===== src/rtl/ctrl_pkg.sv =====
// Shared encodings, opcode match patterns and per-stage control bundles for
// the pipelined LEGv8 control unit.
package ctrl_pkg;

  localparam int OPC_W      = 11;
  localparam int ALUOP_BITS = 3;
  localparam int SEXT_BITS  = 3;

  localparam logic [ALUOP_BITS-1:0] ALU_ADD   = 3'b000;
  localparam logic [ALUOP_BITS-1:0] ALU_SUB   = 3'b001;
  localparam logic [ALUOP_BITS-1:0] ALU_AND   = 3'b010;
  localparam logic [ALUOP_BITS-1:0] ALU_ORR   = 3'b011;
  localparam logic [ALUOP_BITS-1:0] ALU_LSR   = 3'b100;
  localparam logic [ALUOP_BITS-1:0] ALU_LSL   = 3'b101;
  localparam logic [ALUOP_BITS-1:0] ALU_PASSB = 3'b110;

  localparam logic [SEXT_BITS-1:0] SEXT_I     = 3'b000;
  localparam logic [SEXT_BITS-1:0] SEXT_D     = 3'b001;
  localparam logic [SEXT_BITS-1:0] SEXT_SHAMT = 3'b010;
  localparam logic [SEXT_BITS-1:0] SEXT_CB    = 3'b011;
  localparam logic [SEXT_BITS-1:0] SEXT_B     = 3'b100;

  // Patterns are value/care pairs; a 0 in the care mask is a don't-care bit.
  localparam logic [OPC_W-1:0] OP_ADD  = 11'b10001011000;
  localparam logic [OPC_W-1:0] OP_SUB  = 11'b11001011000;
  localparam logic [OPC_W-1:0] OP_AND  = 11'b10001010000;
  localparam logic [OPC_W-1:0] OP_ORR  = 11'b10101010000;
  localparam logic [OPC_W-1:0] OP_ADDI = 11'b10010001000;
  localparam logic [OPC_W-1:0] OP_SUBI = 11'b11010001000;
  localparam logic [OPC_W-1:0] OP_LDUR = 11'b11111000010;
  localparam logic [OPC_W-1:0] OP_STUR = 11'b11111000000;
  localparam logic [OPC_W-1:0] OP_LSR  = 11'b11010011010;
  localparam logic [OPC_W-1:0] OP_LSL  = 11'b11010011011;
  localparam logic [OPC_W-1:0] OP_CBZ  = 11'b10110100000;
  localparam logic [OPC_W-1:0] OP_B    = 11'b00010100000;

  localparam logic [OPC_W-1:0] CARE_FULL = 11'b11111111111;
  localparam logic [OPC_W-1:0] CARE_I    = 11'b11111111110;
  localparam logic [OPC_W-1:0] CARE_CB   = 11'b11111111000;
  localparam logic [OPC_W-1:0] CARE_B    = 11'b11111100000;

  // {branch, ubranch, memread, memwrite, memtoreg, regwrite}
  localparam logic [5:0] F_NONE = 6'b000000;
  localparam logic [5:0] F_RW   = 6'b000001;
  localparam logic [5:0] F_LD   = 6'b001011;
  localparam logic [5:0] F_ST   = 6'b000100;
  localparam logic [5:0] F_CB   = 6'b100000;
  localparam logic [5:0] F_B    = 6'b010000;

  typedef struct packed {
    logic memtoreg;
    logic regwrite;
  } wb_ctrl_t;

  typedef struct packed {
    logic     branch;
    logic     ubranch;
    logic     memread;
    logic     memwrite;
    wb_ctrl_t wb;
  } mem_ctrl_t;

  typedef struct packed {
    logic                  alusrc;
    logic [ALUOP_BITS-1:0] aluop;
    logic [SEXT_BITS-1:0]  sext;
    logic                  illegal;
    mem_ctrl_t             mem;
  } ex_ctrl_t;

  typedef struct packed {
    logic     reg2loc;
    ex_ctrl_t ex;
  } id_ctrl_t;

  localparam wb_ctrl_t  WB_BUBBLE  = '0;
  localparam mem_ctrl_t MEM_BUBBLE = '0;
  localparam ex_ctrl_t  EX_BUBBLE  = '0;
  localparam id_ctrl_t  ID_BUBBLE  = '0;

  function automatic logic opc_is(input logic [OPC_W-1:0] op,
                                  input logic [OPC_W-1:0] val,
                                  input logic [OPC_W-1:0] care);
    return (op & care) == val;
  endfunction

  function automatic id_ctrl_t ctrl_word(input logic                  r2l,
                                         input logic                  asrc,
                                         input logic [ALUOP_BITS-1:0] aluop,
                                         input logic [SEXT_BITS-1:0]  sext,
                                         input logic [5:0]            flags);
    id_ctrl_t c;
    c                    = ID_BUBBLE;
    c.reg2loc            = r2l;
    c.ex.alusrc          = asrc;
    c.ex.aluop           = aluop;
    c.ex.sext            = sext;
    c.ex.mem.branch      = flags[5];
    c.ex.mem.ubranch     = flags[4];
    c.ex.mem.memread     = flags[3];
    c.ex.mem.memwrite    = flags[2];
    c.ex.mem.wb.memtoreg = flags[1];
    c.ex.mem.wb.regwrite = flags[0];
    return c;
  endfunction

endpackage


===== src/rtl/ctrl_pipe_unit_if.sv =====
// ID-stage inputs and per-stage control outputs of the pipelined control unit.
interface ctrl_pipe_unit_if #(
  parameter int OPCODE_W = ctrl_pkg::OPC_W,
  parameter int REG_W    = 5,
  parameter int ALUOP_W  = ctrl_pkg::ALUOP_BITS,
  parameter int SEXT_W   = ctrl_pkg::SEXT_BITS
);
  logic                id_valid;
  logic [OPCODE_W-1:0] id_opcode;
  logic [REG_W-1:0]    id_rn;
  logic [REG_W-1:0]    id_rm;
  logic [REG_W-1:0]    id_rt;
  logic [REG_W-1:0]    ex_rd;
  logic                mem_branch_taken;

  logic                id_reg2loc;
  logic                ex_alusrc;
  logic [ALUOP_W-1:0]  ex_aluop;
  logic [SEXT_W-1:0]   ex_sext;
  logic                mem_branch;
  logic                mem_ubranch;
  logic                mem_read;
  logic                mem_write;
  logic                wb_memtoreg;
  logic                wb_regwrite;
  logic                pc_write_en;
  logic                ifid_write_en;
  logic                ifid_flush;
  logic                illegal;

  modport master (
    output id_valid, id_opcode, id_rn, id_rm, id_rt, ex_rd, mem_branch_taken,
    input  id_reg2loc, ex_alusrc, ex_aluop, ex_sext, mem_branch, mem_ubranch,
           mem_read, mem_write, wb_memtoreg, wb_regwrite, pc_write_en,
           ifid_write_en, ifid_flush, illegal
  );

  modport slave (
    input  id_valid, id_opcode, id_rn, id_rm, id_rt, ex_rd, mem_branch_taken,
    output id_reg2loc, ex_alusrc, ex_aluop, ex_sext, mem_branch, mem_ubranch,
           mem_read, mem_write, wb_memtoreg, wb_regwrite, pc_write_en,
           ifid_write_en, ifid_flush, illegal
  );
endinterface


===== src/rtl/ctrl_decode.sv =====
// Combinational opcode-to-control decoder, shared with the single-cycle path.
module ctrl_decode
  import ctrl_pkg::*;
(
  input  logic             valid,
  input  logic [OPC_W-1:0] opcode,
  output id_ctrl_t         ctrl
);

  always_comb begin
    ctrl = ID_BUBBLE;
    if (!valid || opcode == '0)
      ctrl = ID_BUBBLE;
    else if (opc_is(opcode, OP_ADD,  CARE_FULL)) ctrl = ctrl_word(1'b0, 1'b0, ALU_ADD,   SEXT_I,     F_RW);
    else if (opc_is(opcode, OP_SUB,  CARE_FULL)) ctrl = ctrl_word(1'b0, 1'b0, ALU_SUB,   SEXT_I,     F_RW);
    else if (opc_is(opcode, OP_AND,  CARE_FULL)) ctrl = ctrl_word(1'b0, 1'b0, ALU_AND,   SEXT_I,     F_RW);
    else if (opc_is(opcode, OP_ORR,  CARE_FULL)) ctrl = ctrl_word(1'b0, 1'b0, ALU_ORR,   SEXT_I,     F_RW);
    else if (opc_is(opcode, OP_ADDI, CARE_I))    ctrl = ctrl_word(1'b0, 1'b1, ALU_ADD,   SEXT_I,     F_RW);
    else if (opc_is(opcode, OP_SUBI, CARE_I))    ctrl = ctrl_word(1'b0, 1'b1, ALU_SUB,   SEXT_I,     F_RW);
    else if (opc_is(opcode, OP_LDUR, CARE_FULL)) ctrl = ctrl_word(1'b0, 1'b1, ALU_ADD,   SEXT_D,     F_LD);
    else if (opc_is(opcode, OP_STUR, CARE_FULL)) ctrl = ctrl_word(1'b1, 1'b1, ALU_ADD,   SEXT_D,     F_ST);
    else if (opc_is(opcode, OP_LSR,  CARE_FULL)) ctrl = ctrl_word(1'b0, 1'b1, ALU_LSR,   SEXT_SHAMT, F_RW);
    else if (opc_is(opcode, OP_LSL,  CARE_FULL)) ctrl = ctrl_word(1'b0, 1'b1, ALU_LSL,   SEXT_SHAMT, F_RW);
    else if (opc_is(opcode, OP_CBZ,  CARE_CB))   ctrl = ctrl_word(1'b1, 1'b0, ALU_PASSB, SEXT_CB,    F_CB);
    else if (opc_is(opcode, OP_B,    CARE_B))    ctrl = ctrl_word(1'b0, 1'b0, ALU_ADD,   SEXT_B,     F_B);
    else
      ctrl.ex.illegal = 1'b1;
  end

endmodule


===== src/rtl/ctrl_pipe_unit.sv =====
// Pipelined control unit: ID decode, ID/EX-EX/MEM-MEM/WB control registers,
// load-use stall and taken-branch flush.
module ctrl_pipe_unit
  import ctrl_pkg::*;
#(
  parameter int OPCODE_W  = OPC_W,
  parameter int REG_W     = 5,
  parameter int ALUOP_W   = ALUOP_BITS,
  parameter int SEXT_W    = SEXT_BITS,
  parameter bit HAZARD_EN = 1'b1
) (
  input logic             clk,
  input logic             rst_n,
  ctrl_pipe_unit_if.slave bus
);

  localparam logic [REG_W-1:0] XZR = '1;

  logic [OPCODE_W-1:0] opcode;
  id_ctrl_t            id_ctrl;
  ex_ctrl_t            ex_q;
  mem_ctrl_t           mem_q;
  wb_ctrl_t            wb_q;
  logic                flush;
  logic                stall;
  logic                use_src2;
  logic [REG_W-1:0]    src2;

  assign opcode = bus.id_opcode;

  ctrl_decode u_decode (
    .valid  (bus.id_valid),
    .opcode (OPC_W'(opcode)),
    .ctrl   (id_ctrl)
  );

  // Only R-type, STUR and CBZ read a second register; I/shift forms carry
  // immediate bits in the rm field.
  assign use_src2 = id_ctrl.reg2loc | (~id_ctrl.ex.alusrc & id_ctrl.ex.mem.wb.regwrite);
  assign src2     = id_ctrl.reg2loc ? bus.id_rt : bus.id_rm;
  assign flush    = bus.mem_branch_taken;

  // A flush discards the stalled instruction anyway, so it overrides the stall.
  assign stall = HAZARD_EN && !flush && bus.id_valid && ex_q.mem.memread &&
                 (bus.ex_rd != XZR) &&
                 ((bus.ex_rd == bus.id_rn) || (use_src2 && (bus.ex_rd == src2)));

  always_ff @(posedge clk or negedge rst_n) begin
    if (!rst_n) begin
      ex_q  <= EX_BUBBLE;
      mem_q <= MEM_BUBBLE;
      wb_q  <= WB_BUBBLE;
    end else begin
      ex_q  <= (flush || stall) ? EX_BUBBLE : id_ctrl.ex;
      mem_q <= flush ? MEM_BUBBLE : ex_q.mem;
      wb_q  <= mem_q.wb;
    end
  end

  assign bus.id_reg2loc    = id_ctrl.reg2loc;
  assign bus.ex_alusrc     = ex_q.alusrc;
  assign bus.ex_aluop      = ALUOP_W'(ex_q.aluop);
  assign bus.ex_sext       = SEXT_W'(ex_q.sext);
  assign bus.illegal       = ex_q.illegal;
  assign bus.mem_branch    = mem_q.branch;
  assign bus.mem_ubranch   = mem_q.ubranch;
  assign bus.mem_read      = mem_q.memread;
  assign bus.mem_write     = mem_q.memwrite;
  assign bus.wb_memtoreg   = wb_q.memtoreg;
  assign bus.wb_regwrite   = wb_q.regwrite;
  assign bus.pc_write_en   = ~stall;
  assign bus.ifid_write_en = ~stall;
  assign bus.ifid_flush    = flush;

endmodule


===== src/flat_wrapper.sv =====
// flat-port wrapper written by rule: the top's interface ports become plain ports
module ctrl_pipe_unit_flat import ctrl_pkg::*;
#(
  parameter int OPCODE_W  = OPC_W,
  parameter int REG_W     = 5,
  parameter int ALUOP_W   = ALUOP_BITS,
  parameter int SEXT_W    = SEXT_BITS,
  parameter bit HAZARD_EN = 1'b1
)
  (clk, rst_n, bus_id_valid, bus_id_opcode, bus_id_rn, bus_id_rm, bus_id_rt, bus_ex_rd, bus_mem_branch_taken, bus_id_reg2loc, bus_ex_alusrc, bus_ex_aluop, bus_ex_sext, bus_mem_branch, bus_mem_ubranch, bus_mem_read, bus_mem_write, bus_wb_memtoreg, bus_wb_regwrite, bus_pc_write_en, bus_ifid_write_en, bus_ifid_flush, bus_illegal);
  ctrl_pipe_unit_if #(.OPCODE_W(OPCODE_W), .REG_W(REG_W), .ALUOP_W(ALUOP_W), .SEXT_W(SEXT_W)) bus_i ();
  input logic clk;
  input logic rst_n;
  input wire logic [$bits(bus_i.id_valid)-1:0] bus_id_valid;
  input wire logic [$bits(bus_i.id_opcode)-1:0] bus_id_opcode;
  input wire logic [$bits(bus_i.id_rn)-1:0] bus_id_rn;
  input wire logic [$bits(bus_i.id_rm)-1:0] bus_id_rm;
  input wire logic [$bits(bus_i.id_rt)-1:0] bus_id_rt;
  input wire logic [$bits(bus_i.ex_rd)-1:0] bus_ex_rd;
  input wire logic [$bits(bus_i.mem_branch_taken)-1:0] bus_mem_branch_taken;
  output wire logic [$bits(bus_i.id_reg2loc)-1:0] bus_id_reg2loc;
  output wire logic [$bits(bus_i.ex_alusrc)-1:0] bus_ex_alusrc;
  output wire logic [$bits(bus_i.ex_aluop)-1:0] bus_ex_aluop;
  output wire logic [$bits(bus_i.ex_sext)-1:0] bus_ex_sext;
  output wire logic [$bits(bus_i.mem_branch)-1:0] bus_mem_branch;
  output wire logic [$bits(bus_i.mem_ubranch)-1:0] bus_mem_ubranch;
  output wire logic [$bits(bus_i.mem_read)-1:0] bus_mem_read;
  output wire logic [$bits(bus_i.mem_write)-1:0] bus_mem_write;
  output wire logic [$bits(bus_i.wb_memtoreg)-1:0] bus_wb_memtoreg;
  output wire logic [$bits(bus_i.wb_regwrite)-1:0] bus_wb_regwrite;
  output wire logic [$bits(bus_i.pc_write_en)-1:0] bus_pc_write_en;
  output wire logic [$bits(bus_i.ifid_write_en)-1:0] bus_ifid_write_en;
  output wire logic [$bits(bus_i.ifid_flush)-1:0] bus_ifid_flush;
  output wire logic [$bits(bus_i.illegal)-1:0] bus_illegal;
  assign bus_i.id_valid = bus_id_valid;
  assign bus_i.id_opcode = bus_id_opcode;
  assign bus_i.id_rn = bus_id_rn;
  assign bus_i.id_rm = bus_id_rm;
  assign bus_i.id_rt = bus_id_rt;
  assign bus_i.ex_rd = bus_ex_rd;
  assign bus_i.mem_branch_taken = bus_mem_branch_taken;
  assign bus_id_reg2loc = bus_i.id_reg2loc;
  assign bus_ex_alusrc = bus_i.ex_alusrc;
  assign bus_ex_aluop = bus_i.ex_aluop;
  assign bus_ex_sext = bus_i.ex_sext;
  assign bus_mem_branch = bus_i.mem_branch;
  assign bus_mem_ubranch = bus_i.mem_ubranch;
  assign bus_mem_read = bus_i.mem_read;
  assign bus_mem_write = bus_i.mem_write;
  assign bus_wb_memtoreg = bus_i.wb_memtoreg;
  assign bus_wb_regwrite = bus_i.wb_regwrite;
  assign bus_pc_write_en = bus_i.pc_write_en;
  assign bus_ifid_write_en = bus_i.ifid_write_en;
  assign bus_ifid_flush = bus_i.ifid_flush;
  assign bus_illegal = bus_i.illegal;
  ctrl_pipe_unit #(.OPCODE_W(OPCODE_W), .REG_W(REG_W), .ALUOP_W(ALUOP_W), .SEXT_W(SEXT_W), .HAZARD_EN(HAZARD_EN)) u_core (.clk(clk), .rst_n(rst_n), .bus(bus_i));
endmodule

===== config.mk =====
export PLATFORM = sky130hd
export DESIGN_NAME = ctrl_pipe_unit_flat
export DESIGN_NICKNAME = d
export VERILOG_FILES = /design/src/rtl/ctrl_pkg.sv /design/src/rtl/ctrl_pipe_unit_if.sv /design/src/rtl/ctrl_decode.sv /design/src/rtl/ctrl_pipe_unit.sv /design/src/flat_wrapper.sv
export SDC_FILE = /design/constraint.sdc
export NUM_CORES = 1
export LEC_CHECK = 0
export CAP_MARGIN = 30
export CORE_AREA = 4 4 51 76
export DETAILED_ROUTE_END_ITERATION = 10
export DIE_AREA = 0 0 55 80
export PLACE_DENSITY = 0.72
export SETUP_SLACK_MARGIN = 0.15
export SYNTH_ARGS = -nofsm -noshare
export SYNTH_HDL_FRONTEND = slang
export SYNTH_SLANG_ARGS = --single-unit

===== constraint.sdc =====
create_clock -name clk -period 3.6 [get_ports clk]
set_clock_uncertainty 0.1 [all_clocks]
set_input_delay 0.72 -clock clk [delete_from_list [all_inputs] [get_ports clk]]
set_output_delay 0.72 -clock clk [all_outputs]
set_load 0.005 [all_outputs]

==> out/qor.yml, run 1 <==
detailed_routing:
  via_per_inst: 4.78
  dr.pass1.iters: 2
  drcViolationCount: 0
  routed_wirelength_um: 3010
  vias: 1089
  drtAntennaViolNets: 0
  routedWlPerCell_um: 13.2
  drt_iter0_markers: 10
placement:
  hpwl_um: 2610
  port_buffers: 52
  dp_cells: 222
  gp_congestion: 0.940
  post-place-ws_ns: -0.784
setup_path:
  crit_path_end: "bus_ifid_write_en"
  path_class: "in -> out"
  timing.rr.end: "u_core.bus.ex_alusrc"
  crit_arrival_ns: 2.90
  reg2reg_from: "u_core.ex_q[3]"
  start_kind: "input pin"
  critPathLaunch: "bus_id_opcode[9]"
  worstRegToRegCells: 7
  worstPathRequired_ns: 2.78
  rrSetupSlack_ns: 2.03
  critPathCaptureType: "output pin"
  crit_fanout: 4
die:
  core_sq_um: 3160
  fp-row-count: 25
  initial_core_util_pct: 35.2
  dieArea_sq_um: 4400
  die_y_um: 80
  die_w_um: 55
  io_pins: 53
clock_network:
  cts_made_buffers: 3
  cts.sinks: 18
  clk_pin_slew_ns: 0.06
  cts_buffer_depth: 2
  cts_tree: "built"
  cts_root_buf: "clkbuf_8"
  insertion_delay_ns: 0.24
  htreeDepth: 1
synth:
  syn_area_sq_um: 1110
  synth_cell_types: 38
  synthCells: 114
  ys_seq_area_share_pct: 40.5
  yosysWarnings: 0
  synth_fp_nets: 149
  avgSynthCellArea_sq_um: 9.75
  synthArstFlopShare_pct: 100
  synth-edff-count: 0
  synth_ff_type: "dfrtp_1"
  ys_seq_elements: 18
global_route:
  met1_usage_pct: 14.0
  antenna_found_initial: 0
  grt_max_degree: 19
  grt_pass1_wl_um: 4860
  use_met2_pct: 27.7
  grt_usage_pct: 14.8
  grt_pass1_vias: 1144
  top_usage_layer: "met2"
  grt_overflow: 0
  gr-usage-met3_pct: 2.43
layout:
  fin_cells: 228
  num-nets-final: 224
  area_growth_pct: 72.6
  drive_gt1_share_pct: 29.3
  largest_register_ffs: 5
  n_antenna_cell: 0
  top_register: "u_core.ex_q"
timing:
  fin_crit_sh_pct: 103
  setup_ws_ns: -0.121
  finalSetupViolations: 2
  hold_violations: 0
  holdWs_ns: 0.251
  fmax_mhz: 269
  slew_headroom_pct: 52.5
  rsz0062_at_grt: "yes"
  worst_slew_pin_slew_ns: 0.710
  fin_crit_ns: 3.72
  drv_slew: 0
worst_hold_path:
  min_path_type: "reg -> reg"
pwr:
  power_density_nw_per_um2: 243
  leakagePower_nw: 0.820
  vdd_drop_max_uv: 148
job:
  cap_violations: 0
status:
  status: "finished with violations"
  violations: "negative setup slack"
## critical path, stage by stage
cell     delay [ns]
buf_6          0.09
or4b_4         0.51
or3_4          0.39
a21oi_4        0.22
mux2i_2        0.28
xor2_1         0.19
nand4_2        0.12
a21oi_2        0.17
inv_1          0.07
buf_2          0.13
## synth_stat cells (all sizes together), types with 2 or more instances
master | count | area [sq um]
dfrtp | 18 | 450
buf | 11 | 81.3
nand3 | 7 | 35.0
nor2b | 7 | 43.8
a21oi | 6 | 45.1
nor2 | 6 | 22.5
nor3 | 6 | 30.0
xnor2 | 6 | 52.6
xor2 | 6 | 52.6
mux2i | 4 | 40.0
nand2 | 4 | 15.0
inv | 3 | 11.3
nand4 | 3 | 25.0
or4 | 3 | 22.5
a31oi | 2 | 12.5
and3 | 2 | 12.5
nand2b | 2 | 12.5
nor4 | 2 | 18.8
o21ai | 2 | 10.0
or2 | 2 | 12.5
or3 | 2 | 12.5
## layout by cell type (no fill, tap or decap), types with 2 or more instances in the layout
cell type / n
or4_4: 2
dlygate4sd2_1: 7
nor2b_1: 7
inv_1: 3
clkbuf_8: 4
nand3_1: 7
nand2_1: 4
clkdlybuf4s50_1: 39
buf_2: 4
and3_1: 2
mux2i_1: 3
xor2_1: 6
nand4_1: 2
xnor2_1: 6
or2_1: 2
buf_6: 6
buf_4: 25
nor2_1: 6
or3_4: 2
a21oi_2: 2
dfrtp_1: 18
a31oi_1: 2
nor3_1: 5
a21oi_1: 3
## where the power goes
part           leakage, nW  switching, W  internal (W)  total, W
sequential           0.250   0.000000372      0.000204  0.000204
clock               0.0288     0.0000567     0.0000969  0.000154
combinational        0.541     0.0000431     0.0000645  0.000108
## per-stage QoR
step                instance area, sq um  utilization, %  total power [W]  setup TNS, ns
floorplan                           1120               -         0.000239         -0.123
global placement                    1800            57.1         0.000310          -1.31
detailed placement                  1800            57.1         0.000312          -1.60
CTS                                 1910            60.5         0.000469         -0.280
global route                        1920            60.7         0.000488         -0.428
finish                              1920            60.7         0.000466         -0.239
## repair_timing
item	in CTS	in global routing
hold buffers	0	0
pin swaps	10	3
buffers inserted	2	0
gates resized for setup	45	2
setup endpoints to repair	3	3
## routing by layer
layer  vias to the layer above  wire length (um)
li1                        548                 -
met1                       487              1100
met2                        42              1610
met3                        12               162
met4                         0               138
met5                         -                 0
## how the worst min path moves through the flow
| stage | start | endpoint | depth (start not counted) |
|---|---|---|---|
| after floorplan | u_core.mem_q[0] | u_core.bus.wb_regwrite | 0 |
| after global placement | u_core.mem_q[0] | u_core.bus.wb_regwrite | 0 |
| after detailed placement | u_core.mem_q[0] | u_core.bus.wb_regwrite | 0 |
| after CTS | u_core.mem_q[0] | u_core.bus.wb_regwrite | 0 |
| after global routing | u_core.mem_q[0] | u_core.bus.wb_regwrite | 0 |
| final | u_core.mem_q[0] | u_core.bus.wb_regwrite | 0 |
## cell families after synthesis
| kind of cell | share of synthesized area [%] |
|---|---|
| AND/OR/NAND/NOR | 27.6 |
| multiplexers | 3.60 |
| flip-flops | 40.5 |
| buffers and inverters | 8.33 |
| AO/OA/AOI/OAI | 10.5 |
| XOR/XNOR | 9.46 |
## area by class of cell
cell class / instances / area (sq um)
clock buffers: 4 / 55.1
fillers: 275 / 1240
inverters: 3 / 11.3
multi-input cells: 82 / 624
flip-flops and latches: 18 / 450
well taps: 40 / 50.0
repair buffers: 81 / 727
No activity file was read; power rests on OpenSTA's default activity.
==> run 2, diff against run 1 <==
- CTS_CLUSTER_DIAMETER: unset -> 60
- GPL_TIMING_DRIVEN: unset -> 1
- HOLD_SLACK_MARGIN: unset -> 0.03
==> results of run 2 <==
Same layout as run 1: the final DEF is identical, and so are final timing and power.
